$ cat src/rtl/sram_mem_bridge_if.sv
// Core-side memory port of the SRAM bridge (picorv32-style valid/ready bus).
// The core drives the request fields; the bridge answers with ready/rdata/error.
interface sram_mem_bridge_if;
    logic        mem_valid;
    logic        mem_instr;
    logic [31:0] mem_addr;
    logic [31:0] mem_wdata;
    logic [3:0]  mem_wstrb;
    logic        mem_ready;
    logic [31:0] mem_rdata;
    logic        mem_error;

    modport master (
        output mem_valid, mem_instr, mem_addr, mem_wdata, mem_wstrb,
        input  mem_ready, mem_rdata, mem_error
    );

    modport slave (
        input  mem_valid, mem_instr, mem_addr, mem_wdata, mem_wstrb,
        output mem_ready, mem_rdata, mem_error
    );
endinterface

$ cat src/rtl/sram_mem_bridge.sv
// Memory slave between the core memory port and a word-wide synchronous SRAM.
// Adds programmable wait states and reports out-of-range accesses on mem_error.
module sram_mem_bridge #(
    parameter int          DEPTH       = 1024,
    parameter logic [31:0] BASE_ADDR   = 32'h0,
    parameter int          WAIT_STATES = 0,
    localparam int         AW          = $clog2(DEPTH)
) (
    input  logic                 clk,
    input  logic                 reset,
    sram_mem_bridge_if.slave     bus,
    output logic                 sram_en,
    output logic                 sram_we,
    output logic [3:0]           sram_be,
    output logic [AW-1:0]        sram_addr,
    output logic [31:0]          sram_wdata,
    input  logic [31:0]          sram_rdata
);

    typedef enum logic [1:0] {IDLE, WAIT, SRAM, RESP} state_t;

    localparam logic [32:0] LO_ADDR = {1'b0, BASE_ADDR};
    localparam logic [32:0] HI_ADDR = {1'b0, BASE_ADDR} + (33'(DEPTH) << 2);

    state_t        state, state_nx;
    logic [3:0]    wait_cnt, wait_nx;
    logic [AW-1:0] idx_q;
    logic [31:0]   wdata_q;
    logic [3:0]    wstrb_q;
    logic          err_q;
    logic          accept;
    logic          addr_err;
    logic          is_store;

    assign accept   = (state == IDLE) && bus.mem_valid;
    assign addr_err = ({1'b0, bus.mem_addr} < LO_ADDR) || ({1'b0, bus.mem_addr} >= HI_ADDR);
    assign is_store = (wstrb_q != 4'b0000);

    // The word index is latched rather than the raw address so that every
    // SRAM-side output reads zero after reset regardless of BASE_ADDR.
    always_ff @(posedge clk or negedge reset) begin
        if (!reset) begin
            state    <= IDLE;
            wait_cnt <= 4'd0;
            idx_q    <= '0;
            wdata_q  <= 32'h0;
            wstrb_q  <= 4'h0;
            err_q    <= 1'b0;
        end else begin
            state    <= state_nx;
            wait_cnt <= wait_nx;
            if (accept) begin
                idx_q   <= AW'((bus.mem_addr - BASE_ADDR) >> 2);
                wdata_q <= bus.mem_wdata;
                wstrb_q <= bus.mem_wstrb;
                err_q   <= addr_err;
            end
        end
    end

    always_comb begin
        state_nx      = state;
        wait_nx       = wait_cnt;
        sram_en       = 1'b0;
        sram_we       = 1'b0;
        sram_be       = 4'b0000;
        bus.mem_ready = 1'b0;
        bus.mem_error = 1'b0;
        bus.mem_rdata = 32'h0;
        case (state)
            IDLE: begin
                if (bus.mem_valid) begin
                    if (WAIT_STATES > 0) begin
                        state_nx = WAIT;
                        wait_nx  = 4'(WAIT_STATES - 1);
                    end else begin
                        state_nx = addr_err ? RESP : SRAM;
                    end
                end
            end
            WAIT: begin
                if (wait_cnt == 4'd0) begin
                    state_nx = err_q ? RESP : SRAM;
                end else begin
                    wait_nx = wait_cnt - 4'd1;
                end
            end
            SRAM: begin
                sram_en  = 1'b1;
                sram_we  = is_store;
                sram_be  = is_store ? wstrb_q : 4'b1111;
                state_nx = RESP;
            end
            RESP: begin
                bus.mem_ready = 1'b1;
                bus.mem_error = err_q;
                // SRAM read data arrives this cycle and is passed straight through.
                bus.mem_rdata = (!err_q && !is_store) ? sram_rdata : 32'h0;
                state_nx      = IDLE;
            end
            default: state_nx = IDLE;
        endcase
    end

    assign sram_addr  = idx_q;
    assign sram_wdata = wdata_q;

endmodule

$ cat src/flat_wrapper.sv
// flat-port wrapper written by rule: the top's interface ports become plain ports
module sram_mem_bridge_flat 
#(
    parameter int          DEPTH       = 1024,
    parameter logic [31:0] BASE_ADDR   = 32'h0,
    parameter int          WAIT_STATES = 0,
    localparam int         AW          = $clog2(DEPTH)
)
  (clk, reset, sram_en, sram_we, sram_be, sram_addr, sram_wdata, sram_rdata, bus_mem_valid, bus_mem_instr, bus_mem_addr, bus_mem_wdata, bus_mem_wstrb, bus_mem_ready, bus_mem_rdata, bus_mem_error);
  sram_mem_bridge_if bus_i ();
  input  logic clk;
  input  logic reset;
  output logic sram_en;
  output logic sram_we;
  output logic [3:0] sram_be;
  output logic [AW-1:0] sram_addr;
  output logic [31:0] sram_wdata;
  input  logic [31:0] sram_rdata;
  input wire logic [$bits(bus_i.mem_valid)-1:0] bus_mem_valid;
  input wire logic [$bits(bus_i.mem_instr)-1:0] bus_mem_instr;
  input wire logic [$bits(bus_i.mem_addr)-1:0] bus_mem_addr;
  input wire logic [$bits(bus_i.mem_wdata)-1:0] bus_mem_wdata;
  input wire logic [$bits(bus_i.mem_wstrb)-1:0] bus_mem_wstrb;
  output wire logic [$bits(bus_i.mem_ready)-1:0] bus_mem_ready;
  output wire logic [$bits(bus_i.mem_rdata)-1:0] bus_mem_rdata;
  output wire logic [$bits(bus_i.mem_error)-1:0] bus_mem_error;
  assign bus_i.mem_valid = bus_mem_valid;
  assign bus_i.mem_instr = bus_mem_instr;
  assign bus_i.mem_addr = bus_mem_addr;
  assign bus_i.mem_wdata = bus_mem_wdata;
  assign bus_i.mem_wstrb = bus_mem_wstrb;
  assign bus_mem_ready = bus_i.mem_ready;
  assign bus_mem_rdata = bus_i.mem_rdata;
  assign bus_mem_error = bus_i.mem_error;
  sram_mem_bridge #(.DEPTH(DEPTH), .BASE_ADDR(BASE_ADDR), .WAIT_STATES(WAIT_STATES)) u_core (.clk(clk), .reset(reset), .bus(bus_i), .sram_en(sram_en), .sram_we(sram_we), .sram_be(sram_be), .sram_addr(sram_addr), .sram_wdata(sram_wdata), .sram_rdata(sram_rdata));
endmodule
$ cat config.mk
export PLATFORM = sky130hd
export DESIGN_NAME = sram_mem_bridge_flat
export DESIGN_NICKNAME = d
export VERILOG_FILES = /design/src/rtl/sram_mem_bridge_if.sv /design/src/rtl/sram_mem_bridge.sv /design/src/flat_wrapper.sv
export SDC_FILE = /design/constraint.sdc
export NUM_CORES = 1
export LEC_CHECK = 0
export CAP_MARGIN = 20
export CORE_ASPECT_RATIO = 1.75
export CORE_UTILIZATION = 37
export CTS_BUF_LIST = sky130_fd_sc_hd__clkbuf_16
export CTS_CLUSTER_DIAMETER = 50
export DETAILED_ROUTE_END_ITERATION = 8
export PLACE_DENSITY = 0.95
export SYNTH_ARGS = -nofsm -noshare
export SYNTH_HDL_FRONTEND = slang
export SYNTH_SLANG_ARGS = --single-unit
export TNS_END_PERCENT = 20
$ cat constraint.sdc
create_clock -name clk -period 4.6 [get_ports clk]
set_clock_uncertainty 0.15 [all_clocks]
set_input_delay 0.69 -clock clk [delete_from_list [all_inputs] [get_ports clk]]
set_output_delay 0.69 -clock clk [all_outputs]
set_load 0.005 [all_outputs]
Yosys cells after proc, flatten, opt, wreduce, memory -nomap -nowiden --
Index checks and enable logic that the tools add are counted.
Word-level totals: register bits after elaboration 53, input port bits 104, output and inout bits 82
Cells by class: $add $sub $neg 1, $lt $le $gt $ge 1, eq/ne operators 5, multiplexer cells 13, bitwise gates (word level) 1, reduce and logical (&&, ||, !) cells 9
Operators with widths (count):
- $mux 32 | 2
- $ge 32x13->1 const B | 1
- $mux 4 | 2
- $pmux 2 s4 | 1
- $mux 1 | 6
- $eq 2x2->1 const B | 2
- $logic_not 4->1 | 1
- $mux 2 | 2
- $reduce_and 2->1 | 2
- $reduce_bool 4->1 | 1
- $sub 4x1->4 const B | 1
- $eq 2x1->1 const B | 1
- $logic_and 1x1->1 | 2
- $logic_not 1->1 | 2
- $logic_not 2->1 | 1
- $ne 2x1->1 const B | 1
- $ne 2x2->1 const B | 1
- $not 1->1 | 1

Logic depth before layout (Yosys ltp) --
Gate-level depths: netlist of run 1.
depth in word-level cells 5, gate-level depth with buffers 5

Worst setup path before layout of run 1 --
No wires, ideal clock.
kind register -> output, from register u_core.wstrb_q[1], to output bus_mem_rdata[12], data arrival time 1287 ps, required time 3760 ps, path slack 2473 ps, cell stages (with the launch flop) 5, cells stage by stage dfrtp_1 nor4_4 and3b_4 buf_6 and2_2
Between the ends: longest elaborated chain between the ends 5
RTL lines:
- start: declaration | RTL line sram_mem_bridge.sv:29 | logic [3:0] wstrb_q;
- start signal: assignment | RTL line sram_mem_bridge.sv:55 | wstrb_q <= bus.mem_wstrb;
- $reduce_bool 4->1 | RTL line sram_mem_bridge.sv:37 | assign is_store = (wstrb_q != 4'b0000);
- $logic_not 1->1 | RTL line sram_mem_bridge.sv:98 | bus.mem_rdata = (!err_q && !is_store) ? sram_rdata : 32'h0;
- $logic_and 1x1->1 | RTL line sram_mem_bridge.sv:98
- $mux 32 | RTL line sram_mem_bridge.sv:98
- $mux 32 | RTL line sram_mem_bridge.sv:70 | case (state)
- end: declaration | RTL line flat_wrapper.sv:25 | output wire logic [$bits(bus_i.mem_rdata)-1:0] bus_mem_rdata;
Every way passes these cells.

Worst setup path in the final report of run 1 --
from register u_core.wstrb_q[1], to output bus_mem_rdata[7]
The elaborated chain is that of the path after synthesis.

==> impl_metrics.yaml, run 1 <==
clock_network:
  htreeDepth: 2
  cts-root-buf: "clkbuf_16"
  cts_sinks: 53
  numCtsBuffers: 5
  max-clock-path-buffers: 2
  clkSlewWorstSetupHoldPaths_ps: 70
  cts_setup_buffers: 0
  cts_tree: "done"
  holdBufCountCts: 0
  worstSkewPairLatency_ps: 290
  ctsResizeCount: 0
synthesis:
  yosysUniqueCellTypes: 31
  yosys_warnings: 0
  synthAdderAreaFrac_pct: 0.508
  synth-async-reset-ratio_pct: 100
  synthFlopType: "dfrtp_1"
  synth_top_family_by_area: "multiplexers"
  yosysTopAreaCellShare_pct: 53.9
  yosysSeqAreaShare_pct: 53.9
  syn-num-nets: 292
  synth-edff-count: 0
  yosys.area_share.simple_pct: 18.5
  synth-compound-area-share_pct: 1.27
  synthMuxAreaShare_pct: 21.5
  ys_seq_elements: 53
  synth_top_area_cell: "dfrtp_1"
  synth_cells: 187
  synth.cell_area_um2: 2460
  synthXorXnorAreaFrac_pct: 0.712
  ys_top_cells_by_area: "dfrtp_1, mux2_2, and2_2, nor2_1, buf_6"
  syn_avg_cell_area_um2: 13.2
pwr:
  p_int_mw: 1.62
  p_per_area_nw_per_um2: 492
  finalPower_mw: 2.22
  p_sw_mw: 0.601
  clockPowerShare_pct: 19.1
  pwr-share-comb_pct: 43.1
  irDropWorstVdd_mv: 0.375
  switching_share_pct: 27.1
  pwr-share-seq_pct: 37.7
  leakagePower_nw: 1.82
drt:
  postRouteAntennaNets: 0
  num_vias: 2153
  vias_per_cell: 4.77
  drt_iter0_markers: 46
  wl_per_cell_um: 15.6
  routed_wl_um: 7060
  firstDrtPassIters: 4
  drc: 0
timing:
  hold_slack_ps: 362
  timing.fmax_mhz: 320
  slew_headroom_pct: 31.4
  tightestPinTransition_ps: 1030
  tns_ps: 0
  finalCritPeriodShare_pct: 67.9
  setup_violations: 0
  layout_setup_ws_ps: 1480
  min_period_ps: 3120
  finalMaxSlewViolations: 0
  rsz0062_at_grt: "no"
  hold_viol_final: 0
setup_path:
  worstSetupPathType: "flop to primary output"
  crit_family: "simple AND/OR/NAND/NOR gates"
  crit_path_top_delay_cell: "clkdlybuf4s50_1"
  max_stage_delay_ps: 500
  required_ps: 3760
  cp_max_fo: 32
  cp_cell_sequence: "nor4_4 > and3b_4 > and2_2 > clkdlybuf4s50_1"
  crit_buf_inv: 1
  endpoint_kind: "primary output"
  crit_path_start_kind: "flop"
  crit_arrival_ps: 2280
run:
  max_cap_viol_count: 0
placed_design:
  dp_slack_ps: 1620
  post-place-cells: 443
  post-dp-hpwl_um: 5560
  gp_congestion: 0.716
  dpl_cell_area_um2: 4340
  io_buffers: 182
global_routing:
  grt_use_total_pct: 20.4
  grt_pass1_vias: 2185
  grt_pass1_wl_um: 10800
  grt_antenna_before_repair: 0
  grt_max_degree: 54
  gr-total-overflow: 0
layout:
  final_cell_area_um2: 4500
  final_util_pct: 69.4
  fin_cells: 451
  antenna_cells: 0
  nets: 473
  drive_above_1_share_pct: 23.6
  syn2layout_area_growth_pct: 83.0
min_path:
  hold_class: "flop to flop"
floorplanning:
  rows: 39
  ios: 186
  die_height_um: 110
  die_area_um2: 6990
  design.core.area_um2: 6490
  start_util_pct: 37.9
  die-width_um: 63.7
run_status:
  status: "finished clean"
## layout make-up
cell class / instances / area (µm²)
fillers: 464 / 1990
repair buffers: 184 / 1840
flip-flops and latches: 53 / 1330
multi-input cells: 121 / 1050
clock buffers: 5 / 125
well taps: 82 / 103
clock inverters: 3 / 42.5
inverters: 3 / 11.3
## state kept, by name, summed over array words and instances, names as in the netlist
signal             cells
u_core.wstrb_q         4
u_core.sram_addr      10
u_core.err_q           1
u_core.sram_wdata     32
u_core.state           2
u_core.wait_cnt        4
## per-layer routing
layer,vias up,part of all wire [%],global-route usage [%]
li1,997,-,-
met1,1001,34,21.0
met2,147,54,36.6
met3,8,11,8.09
met4,0,1.1,7.79
met5,-,0,0
## synth_stat cells, types with 2 or more instances
cell,count
nand2b_1,3
nor4_1,4
nor3b_1,2
nor3_1,2
and2_2,28
mux2_2,46
and2_1,5
and3_1,2
buf_4,4
dfrtp_1,53
nor2_1,11
inv_1,3
buf_2,3
or4_1,2
buf_6,3
## cells in the final DEF, fill, tap and decap left out
| master | synthesis | layout |
|---|---|---|
| o21ai_0 | 1 | 1 |
| nor4b_1 | 1 | 1 |
| or4_1 | 2 | 2 |
| clkinv_4 | 0 | 1 |
| buf_12 | 0 | 1 |
| nor4_1 | 4 | 4 |
| buf_2 | 3 | 1 |
| buf_4 | 4 | 1 |
| o21a_1 | 1 | 1 |
| nor4bb_1 | 1 | 1 |
| xnor2_1 | 1 | 1 |
| mux2i_1 | 1 | 1 |
| dfrtp_1 | 53 | 53 |
| a21oi_1 | 1 | 1 |
| clkdlybuf4s50_1 | 0 | 181 |
| and3b_4 | 1 | 1 |
| nor3_1 | 2 | 2 |
| nand2_1 | 1 | 1 |
| nor3b_1 | 2 | 2 |
| ha_1 | 1 | 1 |
| inv_1 | 3 | 4 |
| bufinv_16 | 0 | 1 |
| and3_1 | 2 | 2 |
| clkbuf_16 | 0 | 5 |
| nand3b_1 | 1 | 1 |
| xor2_1 | 1 | 1 |
| and2_1 | 5 | 5 |
| mux2_2 | 46 | 46 |
| a31oi_1 | 1 | 1 |
| nor2_1 | 11 | 11 |
| nand2b_1 | 3 | 3 |
| nor4_4 | 1 | 1 |
| and2_2 | 28 | 28 |
| nor3b_4 | 0 | 1 |
| a211oi_1 | 1 | 1 |
## worst reg2reg max path, stage by stage, from the launching register on
cell	delay (ps)
dfrtp_1	490
nor3b_4	890
buf_12	290
mux2_2	380
## power groups by stage
| stage | Combinational, mW | Sequential [mW] | Clock, mW |
|---|---|---|---|
| detailed placement | 0.962 | 0.838 | 0 |
| global route | 1.03 | 0.869 | 0.452 |
| floorplan | 0.358 | 0.820 | 0 |
| global placement | 0.939 | 0.820 | 0 |
| CTS | 0.969 | 0.838 | 0.432 |
| finish | 0.956 | 0.836 | 0.423 |
## cell families (layout without fill, tap and decap cells)
family | after synthesis | after routing
AOI/OAI and AO/OA | 5 | 5
xor gates and xnor gates | 2 | 2
and+or+nand+nor | 66 | 66
buffers and inverters | 13 | 195
muxes | 47 | 47
DFF | 53 | 53
adders and majority gates | 1 | 1
## worst paths after layout
path / start / to / slack (ps) / depth (start not counted)
worst max-delay path: u_core.wstrb_q[1]$_DFFE_PN0P_ / bus_mem_rdata[7] / 1480 / 4
worst min-delay path: u_core.sram_wdata[21]$_DFFE_PN0P_ / u_core.sram_wdata[21]$_DFFE_PN0P_ / 360 / 1
worst max register to register: u_core.state[0]$_DFFE_PN0P_ / u_core.sram_addr[0]$_DFFE_PN0P_ / 2270 / 3
worst min register to register: u_core.sram_wdata[21]$_DFFE_PN0P_ / u_core.sram_wdata[21]$_DFFE_PN0P_ / 360 / 1
max in group asynchronous: reset / u_core.sram_addr[6]$_DFFE_PN0P_ / 3480 / 2
min in group asynchronous: reset / u_core.sram_wdata[0]$_DFFE_PN0P_ / 380 / 2
No activity file was read; power rests on OpenSTA's default activity.
==> run 2, diff against run 1 <==
--- a/config.mk
+++ b/config.mk
@@ -7,11 +7,11 @@
 export LEC_CHECK = 0
 export CAP_MARGIN = 20
 export CORE_ASPECT_RATIO = 1.75
-export CORE_UTILIZATION = 37
+export CORE_UTILIZATION = 34
 export CTS_BUF_LIST = sky130_fd_sc_hd__clkbuf_16
 export CTS_CLUSTER_DIAMETER = 50
 export DETAILED_ROUTE_END_ITERATION = 8
-export PLACE_DENSITY = 0.95
+export PLACE_DENSITY = 0.93
 export SYNTH_ARGS = -nofsm -noshare
 export SYNTH_HDL_FRONTEND = slang
 export SYNTH_SLANG_ARGS = --single-unit
==> constraint.sdc (replaced) <==
create_clock -name clk -period 3.1 [get_ports clk]
set_clock_uncertainty 0.15 [all_clocks]
set_input_delay 0.465 -clock clk [delete_from_list [all_inputs] [get_ports clk]]
set_output_delay 0.465 -clock clk [all_outputs]
set_load 0.005 [all_outputs]
==> run 2 against run 1 <==
  * Global-route usage fell by 1.1 points
  * Utilization fell by 4.0 points
  * Via count rose by 0.93%
  * Cell area rose by 0.22%
  * Flip-flop and latch count did not move
  * Sequential power rose by 46%
  * Non-clock buffer count rose by 1
  * Critical path depth did not move
  * Clock power rose by 49%
  * Critical path type unchanged
  * Largest power group unchanged
  * Highest routed layer unchanged
==> impl_metrics.yaml, run 2 (synthesized netlist as in run 1, its figures left out) <==
run_status:
  status: "finished clean"
timing:
  hold_viol_final: 0
  tns_ps: 0
  slew_headroom_pct: 55.2
  tightestPinTransition_ps: 671
  rsz0062_at_grt: "no"
  finalCritPeriodShare_pct: 92.6
  finalMaxSlewViolations: 0
  layout_setup_ws_ps: 228
  min_period_ps: 2870
  setup_violations: 0
  hold_slack_ps: 134
  timing.fmax_mhz: 348
floorplanning:
  die_height_um: 115
  ios: 186
  die-width_um: 66.3
  design.core.area_um2: 6910
  start_util_pct: 35.6
  rows: 40
  die_area_um2: 7600
drt:
  met1_length_um: 2450
  top_layer_used: "met4"
  routed-wl-met2_um: 3870
  firstDrtPassIters: 4
  drc: 0
  postRouteAntennaNets: 0
  vias_per_cell: 4.79
  num_vias: 2173
  wl_per_cell_um: 15.9
  drt_iter0_markers: 41
  routed_wl_um: 7210
  met3_length_um: 788
clock_network:
  cts_tree: "done"
  holdBufCountCts: 0
  worstSkewPairLatency_ps: 290
  htreeDepth: 2
  max-clock-path-buffers: 2
  clkSlewWorstSetupHoldPaths_ps: 70
  cts_sinks: 53
  cts_setup_buffers: 0
  ctsResizeCount: 0
  numCtsBuffers: 5
  cts-root-buf: "clkbuf_16"
run:
  max_cap_viol_count: 0
setup_path:
  worstSetupPathType: "flop to primary output"
  crit_arrival_ps: 2260
  r2r_cells: 3
  crit_path_start_kind: "flop"
  r2r_setup_slack_ps: 1130
  reg2reg_to: "u_core.sram_wdata[22]$_DFFE_PN0P_"
  endpoint_kind: "primary output"
  rr_startpoint: "u_core.state[1]$_DFFE_PN0P_"
  required_ps: 2480
  cp_max_fo: 32
min_path:
  hold_class: "input port to async pin"
pwr:
  switching_share_pct: 27.0
  irDropWorstVdd_mv: 0.598
  pwr-share-seq_pct: 37.2
  leakagePower_nw: 1.82
  clockPowerShare_pct: 19.2
  p_sw_mw: 0.889
  pwr-share-comb_pct: 43.7
  p_int_mw: 2.40
  p_per_area_nw_per_um2: 729
  finalPower_mw: 3.29
placed_design:
  dpl_cell_area_um2: 4350
  dp_slack_ps: 526
  gp_congestion: 0.721
  post-place-cells: 446
  post-dp-hpwl_um: 5820
  io_buffers: 182
layout:
  fin_cells: 454
  syn2layout_area_growth_pct: 83.4
  final_cell_area_um2: 4510
  layout_common_cells: "clkdlybuf4s50_1, dfrtp_1, mux2_2"
  drive_above_1_share_pct: 23.8
  final_common_cell: "clkdlybuf4s50_1"
  nets: 474
  largest_reg_flops: 32
  final_util_pct: 65.3
  antenna_cells: 0
global_routing:
  gr-total-overflow: 0
  grt_max_degree: 54
  grt_antenna_before_repair: 0
  grt_use_total_pct: 19.3
  grt_pass1_vias: 2310
  grt_pass1_wl_um: 10900
-- run 2: cell count changes in the layout (fill, tap and decap cells not counted), sizes merged --
cell | previous run | this run
buf | 3 | 4
-- run 2: how the worst max path moves through the flow --
| stage | startpoint | end | slack (ps) | depth (start not counted) |
|---|---|---|---|---|
| after floorplan | u_core.wstrb_q[1]$_DFFE_PN0P_ | bus_mem_rdata[12] | 1200 | 4 |
| after global placement | u_core.wstrb_q[1]$_DFFE_PN0P_ | bus_mem_rdata[1] | 560 | 4 |
| after detailed placement | u_core.wstrb_q[1]$_DFFE_PN0P_ | bus_mem_rdata[1] | 530 | 4 |
| after CTS | u_core.wstrb_q[1]$_DFFE_PN0P_ | bus_mem_rdata[1] | 200 | 4 |
| after global routing | u_core.wstrb_q[1]$_DFFE_PN0P_ | bus_mem_rdata[1] | 110 | 4 |
| final | u_core.wstrb_q[1]$_DFFE_PN0P_ | bus_mem_rdata[1] | 230 | 4 |
-- run 2: cell type report --
class / count / area (µm²)
fill: 537 / 2390
timing repair buffer: 185 / 1850
sequential: 53 / 1330
multi-input combinational: 121 / 1050
clock buffer: 5 / 125
tap: 84 / 105
clock inverter: 3 / 42.5
inverter: 3 / 11.3
-- run 2: critical path: stages, from the launching register on --
cell and delay [ps]:
dfrtp_1 420, nor4_4 410, and3b_4 420, and2_2 220, clkdlybuf4s50_1 490
-- run 2: metal layers --
metal	up-vias	GRT usage, %
li1	1002	-
met1	1011	19.1
met2	150	37.0
met3	10	5.38
met4	0	6.38
met5	-	0
-- run 2: power by group through the flow --
| stage | clock [mW] | combinational [mW] | sequential, mW |
|---|---|---|---|
| after floorplan | 0 | 0.532 | 1.22 |
| after global placement | 0 | 1.42 | 1.20 |
| after detailed placement | 0 | 1.46 | 1.24 |
| after CTS | 0.642 | 1.46 | 1.23 |
| after global routing | 0.670 | 1.54 | 1.27 |
| final | 0.631 | 1.44 | 1.22 |
